## src/rtl/universal_shift_unit.sv

```systemverilog
// Universal shift unit: load, logical/ring shifts by a runtime amount, serial out/in, with start/busy/done.
// Define SHIFT_BARREL_EN to complete SHL/SHR/ROL/ROR in a single cycle through a barrel shifter.
module universal_shift_unit #(
    parameter int WIDTH = 8,
    parameter int AMT_W = $clog2(WIDTH) + 1
) (
    input  logic             clk,
    input  logic             res,
    input  logic             start,
    input  logic [2:0]       op,
    input  logic [AMT_W-1:0] amt,
    input  logic [WIDTH-1:0] d,
    input  logic             ser_in,
    output logic [WIDTH-1:0] q,
    output logic             ser_out,
    output logic             busy,
    output logic             done
);

    localparam logic [2:0] OP_NOP    = 3'd0;
    localparam logic [2:0] OP_LOAD   = 3'd1;
    localparam logic [2:0] OP_SHL    = 3'd2;
    localparam logic [2:0] OP_SHR    = 3'd3;
    localparam logic [2:0] OP_ROL    = 3'd4;
    localparam logic [2:0] OP_ROR    = 3'd5;
    localparam logic [2:0] OP_SER_IN = 3'd7;

    localparam logic [AMT_W-1:0] WIDTH_A = AMT_W'(WIDTH);

    typedef enum logic [1:0] {
        ST_IDLE,
        ST_SHIFT,
        ST_SERIAL,
        ST_FIN
    } state_t;

    state_t           state_q;
    logic [WIDTH-1:0] data_q;
    logic [2:0]       op_q;
    logic [AMT_W-1:0] cnt_q;
    logic [AMT_W-1:0] tgt_q;
    logic             busy_q;
    logic             done_q;

    // Rotations only need the residue; logical shifts keep the full count so the latency tracks amt.
    function automatic logic [AMT_W-1:0] eff_amt(input logic [2:0] o, input logic [AMT_W-1:0] a);
        if (o == OP_ROL || o == OP_ROR) begin
            eff_amt = a % WIDTH_A;
        end else begin
            eff_amt = a;
        end
    endfunction

    function automatic logic [WIDTH-1:0] step(input logic [2:0] o, input logic [WIDTH-1:0] v,
                                              input logic s);
        case (o)
            OP_SHL:    step = {v[WIDTH-2:0], 1'b0};
            OP_SHR:    step = {1'b0, v[WIDTH-1:1]};
            OP_ROL:    step = {v[WIDTH-2:0], v[WIDTH-1]};
            OP_ROR:    step = {v[0], v[WIDTH-1:1]};
            OP_SER_IN: step = {s, v[WIDTH-1:1]};
            default:   step = {1'b0, v[WIDTH-1:1]};
        endcase
    endfunction

`ifdef SHIFT_BARREL_EN
    function automatic logic [WIDTH-1:0] barrel(input logic [2:0] o, input logic [WIDTH-1:0] v,
                                                input logic [AMT_W-1:0] a);
        logic [AMT_W-1:0] r;
        r = a % WIDTH_A;
        case (o)
            OP_SHL:  barrel = (a >= WIDTH_A) ? '0 : (v << a);
            OP_SHR:  barrel = (a >= WIDTH_A) ? '0 : (v >> a);
            OP_ROL:  barrel = (v << r) | (v >> (WIDTH_A - r));
            OP_ROR:  barrel = (v >> r) | (v << (WIDTH_A - r));
            default: barrel = v;
        endcase
    endfunction
`endif

    always_ff @(posedge clk or negedge res) begin
        if (!res) begin
            state_q <= ST_IDLE;
            data_q  <= '0;
            op_q    <= OP_NOP;
            cnt_q   <= '0;
            tgt_q   <= '0;
            busy_q  <= 1'b0;
            done_q  <= 1'b0;
        end else begin
            done_q <= 1'b0;
            case (state_q)
                ST_IDLE: begin
                    if (start && op != OP_NOP) begin
                        op_q  <= op;
                        cnt_q <= '0;
                        case (op)
                            OP_LOAD: begin
                                data_q  <= d;
                                state_q <= ST_FIN;
                                done_q  <= 1'b1;
                            end
                            OP_SHL, OP_SHR, OP_ROL, OP_ROR: begin
`ifdef SHIFT_BARREL_EN
                                data_q  <= barrel(op, data_q, amt);
                                state_q <= ST_FIN;
                                done_q  <= 1'b1;
`else
                                if (eff_amt(op, amt) == '0) begin
                                    state_q <= ST_FIN;
                                    done_q  <= 1'b1;
                                end else begin
                                    tgt_q   <= eff_amt(op, amt);
                                    state_q <= ST_SHIFT;
                                    busy_q  <= 1'b1;
                                end
`endif
                            end
                            default: begin
                                tgt_q   <= WIDTH_A;
                                state_q <= ST_SERIAL;
                                busy_q  <= 1'b1;
                            end
                        endcase
                    end
                end
                ST_SHIFT, ST_SERIAL: begin
                    data_q <= step(op_q, data_q, ser_in);
                    cnt_q  <= cnt_q + 1'b1;
                    if (cnt_q + 1'b1 == tgt_q) begin
                        state_q <= ST_FIN;
                        busy_q  <= 1'b0;
                        done_q  <= 1'b1;
                    end
                end
                default: begin
                    state_q <= ST_IDLE;
                end
            endcase
        end
    end

    assign q       = data_q;
    assign ser_out = data_q[0];
    assign busy    = busy_q;
    assign done    = done_q;

endmodule
```

## config.mk

```make
export PLATFORM = sky130hd
export DESIGN_NAME = universal_shift_unit
export DESIGN_NICKNAME = d
export VERILOG_FILES = /design/src/rtl/universal_shift_unit.sv
export SDC_FILE = /design/constraint.sdc
export NUM_CORES = 1
export LEC_CHECK = 0
export CAP_MARGIN = 40
export CORE_ASPECT_RATIO = 0.5
export CORE_UTILIZATION = 30
export CTS_CLUSTER_DIAMETER = 150
export DETAILED_ROUTE_END_ITERATION = 10
export SYNTH_ARGS = -nofsm -noshare
export SYNTH_HDL_FRONTEND = slang
export SYNTH_SLANG_ARGS = --single-unit
export TNS_END_PERCENT = 100
```

## constraint.sdc

```tcl
create_clock -name clk -period 1.47 [get_ports clk]
set_input_delay 0.294 -clock clk [delete_from_list [all_inputs] [get_ports clk]]
set_output_delay 0.294 -clock clk [all_outputs]
set_load 0.01 [all_outputs]
```

==> results by group <==
Status
  • Status: finished with violations
  • Failing checks: setup timing

Worst setup path
  • CP max stage cell: dfrtp_1
  • CP Data Required Time: 1620 ps
  • R2R Path Start: cnt_q[0]
  • Critical path, cell by cell: ha_4 -> xor2_4 -> or2_4 -> o311ai_4 -> nand3_1
  • R2r endpoint: state_q[0]
  • R2r worst-path depth: 5
  • Crit path DAT: 1710 ps
  • Worst-path fanout max: 4
  • Crit end category: flip-flop
  • Setup crit start: cnt_q[0]
  • Kind of critical path: reg -> reg
  • Worst R2R Setup Slack: -90 ps
  • Crit path to: state_q[0]
  • Critical Path Start Type: flip-flop
  • Max stage delay on crit path: 420 ps

CTS
  • Longest Clk Path Bufs: 2
  • Sink Count: 23
  • CTS clk-pin slew, worst paths: approximately 80 ps
  • Clock Tree Root: clkbuf_8
  • CTS Hold Buffers Added: 0
  • TritonCTS Buffers: 3
  • CTS tree: yes
  • Later-pin clock latency in the skew report: approximately 270 ps
  • H-tree depth: 1

Power and ir drop
  • PwrDens: 2170 mW/mm^2
  • Clk pwr share: 0.074
  • Combinational Power Share: 0.711
  • Psw: 2.43 mW
  • Worst vdd ir: roughly 810 uV
  • Lkg Pwr: between 1 and 1.5 nW
  • Switching share of power: 0.441
  • Pint: 3.08 mW
  • Seq pwr share: 0.215

Floorplan
  • Row cnt: 17
  • Horiz. Die Dim: roughly 100 microns
  • Initial Utilization: 0.329
  • Num ports: 30
  • Total die area: ~0.0054 sq mm
  • DIE HEIGHT: between 50 and 60 microns
  • Core area: between 0.004 and 0.005 sq mm

Route
  • Vias: approximately 1500
  • Total iterations of the first detailed-routing run: 4
  • Wire per inst: between 10 and 15 microns
  • Drt via density: a little over 5
  • DR iter-0 viols: 27
  • Final ANT Viol Nets: 0
  • DR DRC count: 0
  • DRT Wirelength: ~4.2 mm

Synth
  • Cells after Synth: roughly 170
  • Yosys top cell area share: 0.377
  • Count of cell types in the netlist: 41
  • YS warnings: 0
  • EDFF count, synth: 0
  • Top cells by count, synth: dfrtp_1 (23), nand2_1 (15), inv_1 (14), o21ai_0 (14), nor2_1 (11)
  • Synthesized cell area: 0.00153 sq mm
  • Net Count, Synth: 190
  • Post-synth top flop: dfrtp_1
  • Synth area leaders: dfrtp_1 (38%), o21ai_0 (4.6%), o31ai_1 (4.4%)
  • FF+latch count, synth: 23
  • Top-count cell post-synth: dfrtp_1
  • Syn_area_per_cell: slightly above 9 sq um
  • Asr flop ratio synth: 1.00
  • Sequential-to-total area share from yosys stat: 0.377
  • Leading area contributor after synthesis: dfrtp_1

STA
  • Worst setup margin: -87.6 ps
  • Slew HR: 0.728
  • Fmax achieved: 0.642 GHz
  • Endpoints failing setup: 3
  • Final Cycle Share: 1.06
  • Final Hold Viols: 0
  • Worst hold margin: between 300 and 400 ps
  • Worst-margin pin slew: just over 400 ps
  • RSZ-0062 raised after global routing: true
  • Worst Skew: roughly 3.3 ps
  • Fin crit period: 1560 ps
  • Pins Over Slew Limit: 0

Place
  • GP Congestion: about 0.9
  • Port Buffers: 29
  • Dpl cell area: around 0.0021 sq mm
  • Setup WS pre-CTS: -598 ps
  • Dpl hpwl: 2.69 mm

GRT
  • Largest net degree at the start of global routing: 24
  • Vias in the first global route: 1463
  • Grt ovf: 0
  • Initial antenna violation count: 0
  • GRT Total Usage: 0.163
  • First-pass GRT wire length: around 6.7 mm

Hold path
  • Hold/Removal Path Class: in -> async

Layout
  • Layout cells sized above 1: 0.420
  • Final #Nets: around 260
  • ANT cells: 0
  • Final instance area: around 0.0025 sq mm
  • Area delta synth->final: 66.2%

Run
  • Max Cap Violations: 0
-- flip-flops by register name, indices dropped and copies added (netlist names) --
name	count
state_q	2
tgt_q	4
op_q	3
cnt_q	4
busy	1
q	8
done	1
-- power by group through the flow --
stage | sequential (mW) | combinational (mW) | clock, mW
final | 1.19 | 3.92 | 0.406
after global routing | 1.22 | 4.26 | 0.450
after CTS | 1.15 | 3.11 | 0.423
after detailed placement | 1.22 | 2.83 | 0
after global placement | 1.21 | 2.80 | 0
after floorplan | 1.17 | 1.87 | 0
-- layer usage --
metal  track usage  share of wire  up-vias
li1              -              -      734
met1         0.193           0.45      736
met2         0.291           0.48       25
met3        0.0413          0.036       13
met4        0.0563          0.031        0
met5             0              0        -
-- metrics by stage --
step	cells	TNS, ps	power (mW)	util
after detailed placement	282	-10220	4.05	0.462
after CTS	294	-217	4.68	0.495
after global placement	282	-9540	4.01	0.462
final	297	-198	5.51	0.547
after global routing	297	-520	5.94	0.547
after floorplan	167	-11.4	3.04	-
-- layout by cell type, fill, tap and decap left out, types with 3 or more instances in the layout --
master	count
nand2b_1	4
ha_4	3
nand2_2	7
clkbuf_8	3
buf_6	5
clkdlybuf4s50_1	12
o311a_1	6
a22o_1	4
dlymetal6s2s_1	3
xor2_1	3
dfrtp_1	22
buf_4	36
o21ai_1	6
nand2_1	8
o31ai_2	3
mux2_2	3
dlygate4sd2_1	11
xnor2_1	3
a21oi_1	3
inv_1	11
o21ai_0	11
nor2_1	11
o31ai_4	8
-- area by class of cell --
type                            instances  area (sq um)
Fill cell                             421          2100
Multi-Input combinational cell        117          1110
Timing Repair Buffer                   73           666
Sequential cell                        23           577
Tap cell                               66          82.6
Inverter                               14          55.1
Clock buffer                            4          45.0
-- repair_timing --
| item | 4_1_cts | 5_1_grt |
|---|---|---|
| setup buffers | 7 | 2 |
| gates resized for setup | 31 | 47 |
| cloned | 1 | 1 |
| endpoints found under the setup margin | 32 | 20 |
| pin swaps | 7 | 19 |
-- critical path: cells and delay by family, from the launching register on --
family                     cells  cell delay [ps]
AOI/OAI and AO/OA              1              200
adders and majority gates      1              270
and+or+nand+nor                2              390
xor gates and xnor gates       1              160
DFF                            1              420
-- worst min-delay path by stage --
stage | start | endpoint | slack [ps]
CTS | res | tgt_q[0] | 390
detailed placement | q[3] | q[3] | 530
floorplan | res | busy | -2
global route | res | tgt_q[0] | 420
finish | res | tgt_q[0] | 380
global placement | q[5] | q[5] | 510
-- cell families after synthesis --
logic type      share of synthesized area
compound gates                      0.304
xor+xnor                           0.0516
fa+ha+maj                          0.0328
buf+inv                            0.0803
flops                               0.377
mux                                0.0287
simple gates                        0.126
Power figures use the tool's default switching activity.
